`config.mk`:
```
export PLATFORM = sky130hd
export DESIGN_NAME = apb4_master_q
export DESIGN_NICKNAME = d
export VERILOG_FILES = /design/src/rtl/apb_pkg.sv /design/src/rtl/apb_cmd_fifo.sv /design/src/rtl/apb4_master_q.sv
export SDC_FILE = /design/constraint.sdc
export NUM_CORES = 1
export LEC_CHECK = 0
export CORE_MARGIN = 3
export CORE_UTILIZATION = 40
export CTS_BUF_LIST = sky130_fd_sc_hd__clkbuf_8
export CTS_CLUSTER_DIAMETER = 200
export DETAILED_ROUTE_END_ITERATION = 8
export PLACE_DENSITY = 0.78
export SLEW_MARGIN = 20
export SYNTH_ARGS = -nofsm -noshare
export SYNTH_HDL_FRONTEND = slang
export SYNTH_SLANG_ARGS = --single-unit
```
`constraint.sdc`:
```
create_clock -name Pclk -period 2.4 [get_ports Pclk]
set_clock_uncertainty 0.05 [all_clocks]
set_input_delay 0.36 -clock Pclk [delete_from_list [all_inputs] [get_ports Pclk]]
set_output_delay 0.36 -clock Pclk [all_outputs]
set_load 0.05 [all_outputs]
```
`src/rtl/apb_pkg.sv`:
```
// Shared types and default widths for the queued APB4 master.
// Latency: n/a (types and constants only).
// Backpressure: n/a.
package apb_pkg;

  localparam int APB_ADDR_W     = 32;
  localparam int APB_DATA_W     = 32;
  localparam int APB_STRB_W     = APB_DATA_W / 8;
  localparam int APB_NUM_SLAVES = 4;
  localparam int APB_FIFO_DEPTH = 4;
  localparam int APB_TIMEOUT    = 16;

  typedef enum logic [1:0] {
    ST_IDLE   = 2'd0,
    ST_SETUP  = 2'd1,
    ST_ACCESS = 2'd2
  } apb_state_t;

  // Command as queued, at the default widths.
  typedef struct packed {
    logic                  write;
    logic [APB_ADDR_W-1:0] addr;
    logic [APB_DATA_W-1:0] wdata;
    logic [APB_STRB_W-1:0] strb;
  } apb_cmd_t;

  // Width of the slave index; a single slave still gets one (unused) bit.
  function automatic int sel_bits(input int num_slaves);
    return (num_slaves > 1) ? $clog2(num_slaves) : 1;
  endfunction

endpackage

```
`src/rtl/apb_cmd_fifo.sv`:
```
// In-order command queue, DEPTH entries of WIDTH bits, no bypass.
// Latency: a push is visible at the head (empty = 0) the cycle after its edge.
// Backpressure: push_rdy is registered !full, held low through reset.
module apb_cmd_fifo #(
  parameter int WIDTH = 8,
  parameter int DEPTH = 4
) (
  input  logic             clk,
  input  logic             rst,
  input  logic             push,
  input  logic [WIDTH-1:0] push_dat,
  output logic             push_rdy,
  input  logic             pop,
  output logic [WIDTH-1:0] pop_dat,
  output logic             empty
);

  localparam int PW = $clog2(DEPTH);
  localparam int CW = PW + 1;

  logic [WIDTH-1:0] mem [DEPTH];
  logic [PW-1:0]    wr_ptr;
  logic [PW-1:0]    rd_ptr;
  logic [CW-1:0]    count;
  logic [CW-1:0]    count_nxt;
  logic             do_push;
  logic             do_pop;

  assign do_push = push && push_rdy;
  assign do_pop  = pop && !empty;
  assign empty   = (count == '0);
  assign pop_dat = mem[rd_ptr];

  // Occupancy after this edge; simultaneous push and pop cancel out.
  always_comb begin
    count_nxt = count;
    case ({do_push, do_pop})
      2'b10:   count_nxt = count + CW'(1);
      2'b01:   count_nxt = count - CW'(1);
      default: count_nxt = count;
    endcase
  end

  // Pointers, occupancy and the registered ready flag.
  always_ff @(posedge clk) begin
    if (rst) begin
      wr_ptr   <= '0;
      rd_ptr   <= '0;
      count    <= '0;
      push_rdy <= 1'b0;
    end else begin
      if (do_push) wr_ptr <= wr_ptr + PW'(1);
      if (do_pop)  rd_ptr <= rd_ptr + PW'(1);
      count    <= count_nxt;
      push_rdy <= (count_nxt != CW'(DEPTH));
    end
  end

  // Storage needs no reset: occupancy alone decides what is valid.
  always_ff @(posedge clk) begin
    if (do_push) mem[wr_ptr] <= push_dat;
  end

endmodule

```
`src/rtl/apb4_master_q.sv`:
```
// Queued APB4 master: commands in, one-cycle response pulses out, in order.
// Latency: idle accept at edge t -> SETUP t+1, ACCESS t+2, rsp_valid after t+3 (+ wait states).
// Backpressure: cmd_ready = queue not full; responses are never stalled.
module apb4_master_q
  import apb_pkg::*;
#(
  parameter int ADDR_WIDTH = APB_ADDR_W,
  parameter int DATA_WIDTH = APB_DATA_W,
  parameter int NUM_SLAVES = APB_NUM_SLAVES,
  parameter int FIFO_DEPTH = APB_FIFO_DEPTH,
  parameter int TIMEOUT    = APB_TIMEOUT
) (
  input  logic                             Pclk,
  input  logic                             Preset,
  input  logic                             cmd_valid,
  output logic                             cmd_ready,
  input  logic                             cmd_write,
  input  logic [ADDR_WIDTH-1:0]            cmd_addr,
  input  logic [DATA_WIDTH-1:0]            cmd_wdata,
  input  logic [DATA_WIDTH/8-1:0]          cmd_strb,
  output logic                             rsp_valid,
  output logic [DATA_WIDTH-1:0]            rsp_rdata,
  output logic                             rsp_err,
  output logic                             rsp_timeout,
  output logic [ADDR_WIDTH-1:0]            Paddr,
  output logic [DATA_WIDTH-1:0]            Pwdata,
  output logic [DATA_WIDTH/8-1:0]          Pstrb,
  output logic                             Pwrite,
  output logic [NUM_SLAVES-1:0]            Psel,
  output logic                             Penable,
  input  logic [NUM_SLAVES*DATA_WIDTH-1:0] Prdata_in,
  input  logic [NUM_SLAVES-1:0]            Pready,
  input  logic [NUM_SLAVES-1:0]            Pslverr
);

  localparam int STRB_W = DATA_WIDTH / 8;
  localparam int SB     = sel_bits(NUM_SLAVES);
  localparam int WCW    = $clog2(TIMEOUT + 1);

  // Same layout as apb_cmd_t, sized by this instance's parameters.
  typedef struct packed {
    logic                  write;
    logic [ADDR_WIDTH-1:0] addr;
    logic [DATA_WIDTH-1:0] wdata;
    logic [STRB_W-1:0]     strb;
  } cmd_t;

  cmd_t                  push_cmd;
  cmd_t                  head;
  logic                  fifo_empty;
  logic                  pop;
  apb_state_t            state;
  apb_state_t            state_nxt;
  logic [SB-1:0]         head_idx;
  logic [SB-1:0]         sel_idx;
  logic [WCW-1:0]        wait_cnt;
  logic [DATA_WIDTH-1:0] rdata_arr [NUM_SLAVES];
  logic                  sel_ready;
  logic                  sel_err;
  logic [DATA_WIDTH-1:0] sel_rdata;
  logic                  done;
  logic                  expire;

  // Pack the incoming command for the queue.
  always_comb begin
    push_cmd       = '0;
    push_cmd.write = cmd_write;
    push_cmd.addr  = cmd_addr;
    push_cmd.wdata = cmd_wdata;
    push_cmd.strb  = cmd_strb;
  end

  apb_cmd_fifo #(
    .WIDTH ($bits(cmd_t)),
    .DEPTH (FIFO_DEPTH)
  ) u_fifo (
    .clk      (Pclk),
    .rst      (Preset),
    .push     (cmd_valid),
    .push_dat (push_cmd),
    .push_rdy (cmd_ready),
    .pop      (pop),
    .pop_dat  (head),
    .empty    (fifo_empty)
  );

  // Slave index comes from the top address bits; a lone slave is always index 0.
  if (NUM_SLAVES > 1) begin : g_idx
    assign head_idx = head.addr[ADDR_WIDTH-1 -: SB];
  end else begin : g_idx_one
    assign head_idx = '0;
  end

  for (genvar i = 0; i < NUM_SLAVES; i++) begin : g_rdata
    assign rdata_arr[i] = Prdata_in[i*DATA_WIDTH +: DATA_WIDTH];
  end

  // Only the registered target slave is listened to.
  assign sel_ready = Pready[sel_idx];
  assign sel_err   = Pslverr[sel_idx];
  assign sel_rdata = rdata_arr[sel_idx];

  // Pready wins over the watchdog in the cycle the limit is reached.
  assign done   = (state == ST_ACCESS) && sel_ready;
  assign expire = (state == ST_ACCESS) && !sel_ready && (wait_cnt == WCW'(TIMEOUT - 1));

  // Next state and queue pop; a completion with work pending goes straight to SETUP.
  always_comb begin
    state_nxt = state;
    pop       = 1'b0;
    case (state)
      ST_IDLE: begin
        if (!fifo_empty) begin
          state_nxt = ST_SETUP;
          pop       = 1'b1;
        end
      end
      ST_SETUP: state_nxt = ST_ACCESS;
      ST_ACCESS: begin
        if (done) begin
          if (!fifo_empty) begin
            state_nxt = ST_SETUP;
            pop       = 1'b1;
          end else begin
            state_nxt = ST_IDLE;
          end
        end else if (expire) begin
          state_nxt = ST_IDLE;
        end
      end
      default: state_nxt = ST_IDLE;
    endcase
  end

  // State register.
  always_ff @(posedge Pclk) begin
    if (Preset) state <= ST_IDLE;
    else        state <= state_nxt;
  end

  // Address-phase registers load only on pop, so they hold through ACCESS.
  always_ff @(posedge Pclk) begin
    if (Preset) begin
      Paddr   <= '0;
      Pwdata  <= '0;
      Pstrb   <= '0;
      Pwrite  <= 1'b0;
      sel_idx <= '0;
    end else if (pop) begin
      Paddr   <= head.addr;
      Pwrite  <= head.write;
      Pstrb   <= head.write ? head.strb : '0;
      sel_idx <= head_idx;
      if (head.write) Pwdata <= head.wdata;
    end
  end

  // Wait-state counter: cleared in SETUP, counts ACCESS cycles without Pready.
  always_ff @(posedge Pclk) begin
    if (Preset)                                wait_cnt <= '0;
    else if (state == ST_SETUP)                wait_cnt <= '0;
    else if (state == ST_ACCESS && !sel_ready) wait_cnt <= wait_cnt + WCW'(1);
  end

  // Response pulse for a completion or a watchdog abort.
  always_ff @(posedge Pclk) begin
    if (Preset) begin
      rsp_valid   <= 1'b0;
      rsp_err     <= 1'b0;
      rsp_timeout <= 1'b0;
      rsp_rdata   <= '0;
    end else begin
      rsp_valid   <= done || expire;
      rsp_err     <= done ? sel_err : expire;
      rsp_timeout <= expire;
      rsp_rdata   <= (done && !Pwrite) ? sel_rdata : '0;
    end
  end

  // One-hot select outside IDLE; Penable marks the access phase.
  always_comb begin
    Psel = '0;
    if (state != ST_IDLE) Psel[sel_idx] = 1'b1;
  end

  assign Penable = (state == ST_ACCESS);

endmodule

```
==> summary.md <==
The area growth from synthesis to layout is 35.8%. The layout has 2,944 filler cells. Entering global routing, the biggest net connects 85 pins. Max-cap violations in this run came to 0. The number of core rows is 70, and the Yosys warning count is 0. The starting density of the core came out at 40.6%.

The H-tree was split into 3 levels. The worst setup path is launched from a flip-flop. Of all cell types, the one taking the most synthesized area is sky130_fd_sc_hd__edfxtp_1. The tools report the number of standard cells in the final layout excluding fillers as 1,763. The total wirelength of the detailed-routed design is 39.0 mm. For the number of antenna violations at the first check in global routing, the log shows 3. Busiest metal layer after global routing: met2.

The post-synthesis net count was 1,091. The remaining routing DRC violations was 0. The logs give 6.23% for the met3 usage in global routing and 21.4% for the met1 demand-to-capacity share in global routing. For the final routed database, the setup TNS stands at 0 ns. The category of the worst setup path capture point is a flip-flop.

The final cycle utilization of the critical path works out to 98.8%. The total congestion overflow after global routing is 0, and the path depth of the worst reg2reg path is 9. Once layout is complete, the utilization of the core stands at 55.2%. The tools report the global-route wire length before repair as 57.5 mm.

Clock tree synthesis selected as its root buffer the cell sky130_fd_sc_hd__clkbuf_8. Sequential elements use 72.0% of the synthesized area. The hold violation count in the final report is 0.

The HPWL after detailed placement is 25.4 mm. Count of different cell masters after synthesis: 32. The worst min-delay path category is primary input to flip-flop. After synthesis the netlist holds a flip-flop and latch count of 397.

The routed length per placed instance works out to 22.1 um. The flow ran to the end, and the final reports show no timing, DRC or antenna violations. Clock network fraction of design power: 26.5%.

The clock slew at the register clock pins of the worst setup and hold paths is 0.06 ns. The mean post-synth cell area is 17.0 um^2, and the instance count of the mapped netlist is 875. Critical path class: flip-flop to flip-flop. Among all flip-flop cells after synthesis, the most frequent one is sky130_fd_sc_hd__edfxtp_1. The cell area after synthesis is 14,900 um^2. In this run the worst path has a maximum fanout of 2. The worst hold path begins at Preset. Combinational logic burns 34.3% of the power.

Clock latency on the worst-skew pair, taken at its later pin, is 0.60 ns. After synthesis, the share of flip-flops with an asynchronous set or reset is 0%. Subtracting the final worst setup slack from the clock period gives 2.37 ns. The arrival time at the worst endpoint is 2.85 ns.

In this run the standard cell core region covers 36,600 um^2. By area the synthesized netlist is led by sky130_fd_sc_hd__edfxtp_1 56%, sky130_fd_sc_hd__dfxtp_1 16%, sky130_fd_sc_hd__mux4_2 16%. Startpoint of the worst setup timing path: Paddr[30]. TritonCTS created 69 clock buffers. Static timing analysis puts the maximum clock frequency at 422 MHz.

The weighted congestion reported at the end of routability-driven placement came out at 0.831. The maximum number of buffers from clock root to sink came out at 3. For the worst setup path, the data required time is 2.88 ns. Count of antenna-violating nets left after detailed routing: 0.

For this run, the post-layout net count is 1,453. The slew at the pin with the worst max-slew slack is 0.612 ns. The number of global-route vias before repair is 9,796, and the worst ir drop on vdd is 0.000808 V. Once placement completed, the tool counted placed cells totaling 1,633. The analysis attributes to cell leakage a power of 0.00690 uW.

TritonCTS built the clock tree. The total design power is 22,200 uW. In this run the vertical extent of the chip is 199 um. Sorting the synthesized cells by how often they occur yields 276 x sky130_fd_sc_hd__edfxtp_1, 133 x sky130_fd_sc_hd__nand2_1, 121 x sky130_fd_sc_hd__dfxtp_1. Switching power total: 7700 uW. The startpoint identified for the worst register-to-register timing path is Paddr[30].

The power density over cell area is 1100 nW/um^2. The endpoint identified for the worst register-to-register timing path is u_fifo.push_rdy. The total of buffers placed on input and output ports was 317; the sequential share of power was 39.2%. The DRC marker count from the first detailed-route iteration came out at 385. In this run, synthesis inferred 276 flip-flops with an integrated enable. 318 I/O pins were placed. For this block, the via count after detailed routing is 9,141.

Of the total power, the share spent switching nets is 34.6%. The logs give 0 for the count of final setup violators and 5 for the detailed-routing iteration count for the pre-antenna-repair pass. After detailed routing, the number of vias per cell comes to 5.18. Following the worst setup path forward leads to its endpoint at u_fifo.push_rdy. In this run the biggest area consumer among cell types represents 55.7% of the synthesized area. The floorplan step defined a die boundary enclosing 39,500 um^2. The die span in x is 199 um, and the number of clock sinks is 397. The logs give 0 for the final count of pins violating max slew and 59.1% for the headroom to the max-slew limit. Setup repair after global routing could not meet its margin everywhere. Counting instances, the worst hold path has a depth of 3. The fraction of layout instances using a drive strength above 1 works out to 20.0%.

Internal power comes to 14,500 uW. The run gives 0.03 ns as the worst-case register-to-register setup slack. Cell with the most instances after synthesis: sky130_fd_sc_hd__edfxtp_1.

Global routing consumed, over all layers together, 19.5% of the routing resources. In the global route stage, met2 resource usage came out at 34.0%.
[layout make-up]
type,count,area (um^2),share of cell area (%)
antenna,2,5.00,0.0248
clock inverter,53,317,1.57
timing repair buffer,346,3560,17.6
inverter,13,48.8,0.241
sequential,397,10700,53.1
tap,468,586,2.90
multi-input combinational,410,3950,19.6
clock buffer,74,1020,5.04
[worst max-delay path, cell delays in order (launching register included)]
cell and delay [ns]:
sky130_fd_sc_hd__dfxtp_4 0.37, sky130_fd_sc_hd__mux4_2 0.58, sky130_fd_sc_hd__o211ai_4 0.20, sky130_fd_sc_hd__inv_2 0.07, sky130_fd_sc_hd__ha_4 0.16, sky130_fd_sc_hd__inv_2 0.05, sky130_fd_sc_hd__fa_2 0.41, sky130_fd_sc_hd__nor2b_4 0.13
sky130_fd_sc_hd__mux2i_1 0.13, sky130_fd_sc_hd__o21ba_2 0.16
[kinds of logic (layout without fill, tap and decap cells)]
kind of cell             Yosys count  after routing  synth area share, %
flip-flops                       397            397                 72.0
AO/OA/AOI/OAI                     81             81                 3.00
adder cells (fa/ha/maj)            8              8                0.723
other                              0              2                    0
XOR/XNOR                           8              8                0.471
buffers and inverters             68            486                 2.00
multiplexers                     105            105                 15.7
AND/OR/NAND/NOR                  208            208                 6.09
[layer usage]
layer | share of wire, % | wire (um)
met5 | 0.036 | 14
met2 | 51 | 19900
met3 | 9.1 | 3550
met1 | 36 | 13900
met4 | 4.2 | 1620
[how the worst min path moves through the flow]
| stage | end |
|---|---|
| after floorplan | u_fifo.mem[0][0] |
| after global placement | Pwdata[6] |
| after detailed placement | Pwdata[0] |
| after CTS | Pwrite |
| after global routing | state[0] |
| final | state[0] |
[state kept, by name (all words and copies together) (netlist names), 2 cells and up, named ones only]
name / flops
u_fifo.rd_ptr: 2
Paddr: 32
state: 2
wait_cnt: 5
Pstrb: 4
u_fifo.count: 3
u_fifo.wr_ptr: 2
Pwdata: 32
u_fifo.mem: 276
rsp_rdata: 32
[cell usage in the layout (no fill, tap or decap), drive strengths merged, types with 4 or more instances in the layout]
cell type,netlist,final
nor3,8,8
and3,37,37
clkdlybuf4s50,0,307
clkinv,0,16
a21oi,69,69
xnor2,6,6
buf,26,37
clkinvlp,0,4
ha,7,7
clkbuf,29,75
dfxtp,121,121
nor2,21,21
nand2,133,133
inv,13,43
mux4,103,103
edfxtp,276,276
a22oi,4,4
[through the flow]
stage	instance area, um^2	worst slack (ns)	hold WS (ns)
detailed placement	18800	-0.332	0.399
CTS	20200	0.0162	0.225
floorplan	14900	-0.206	0.409
finish	20200	0.0291	0.248
global placement	18800	-0.319	0.392
global route	20200	-0.0547	0.247
[power groups by stage]
stage                     clock network, uW  registers (uW)  logic [uW]
final                                  5890            8710        7620
after global placement                    0            8800        7580
after CTS                              6100            8710        7740
after global routing                   6410            8780        8160
after detailed placement                  0            8830        7700
after floorplan                           0           10300        3510
[timing repair]
action | 4_1_cts | 5_1_grt
setup buffers | 0 | 1
resized for setup | 4 | 2
endpoints found under the setup margin | 4 | 4
hold buffers | 0 | 0
pin swaps | 0 | 6
No activity file was read; power rests on OpenSTA's default activity.
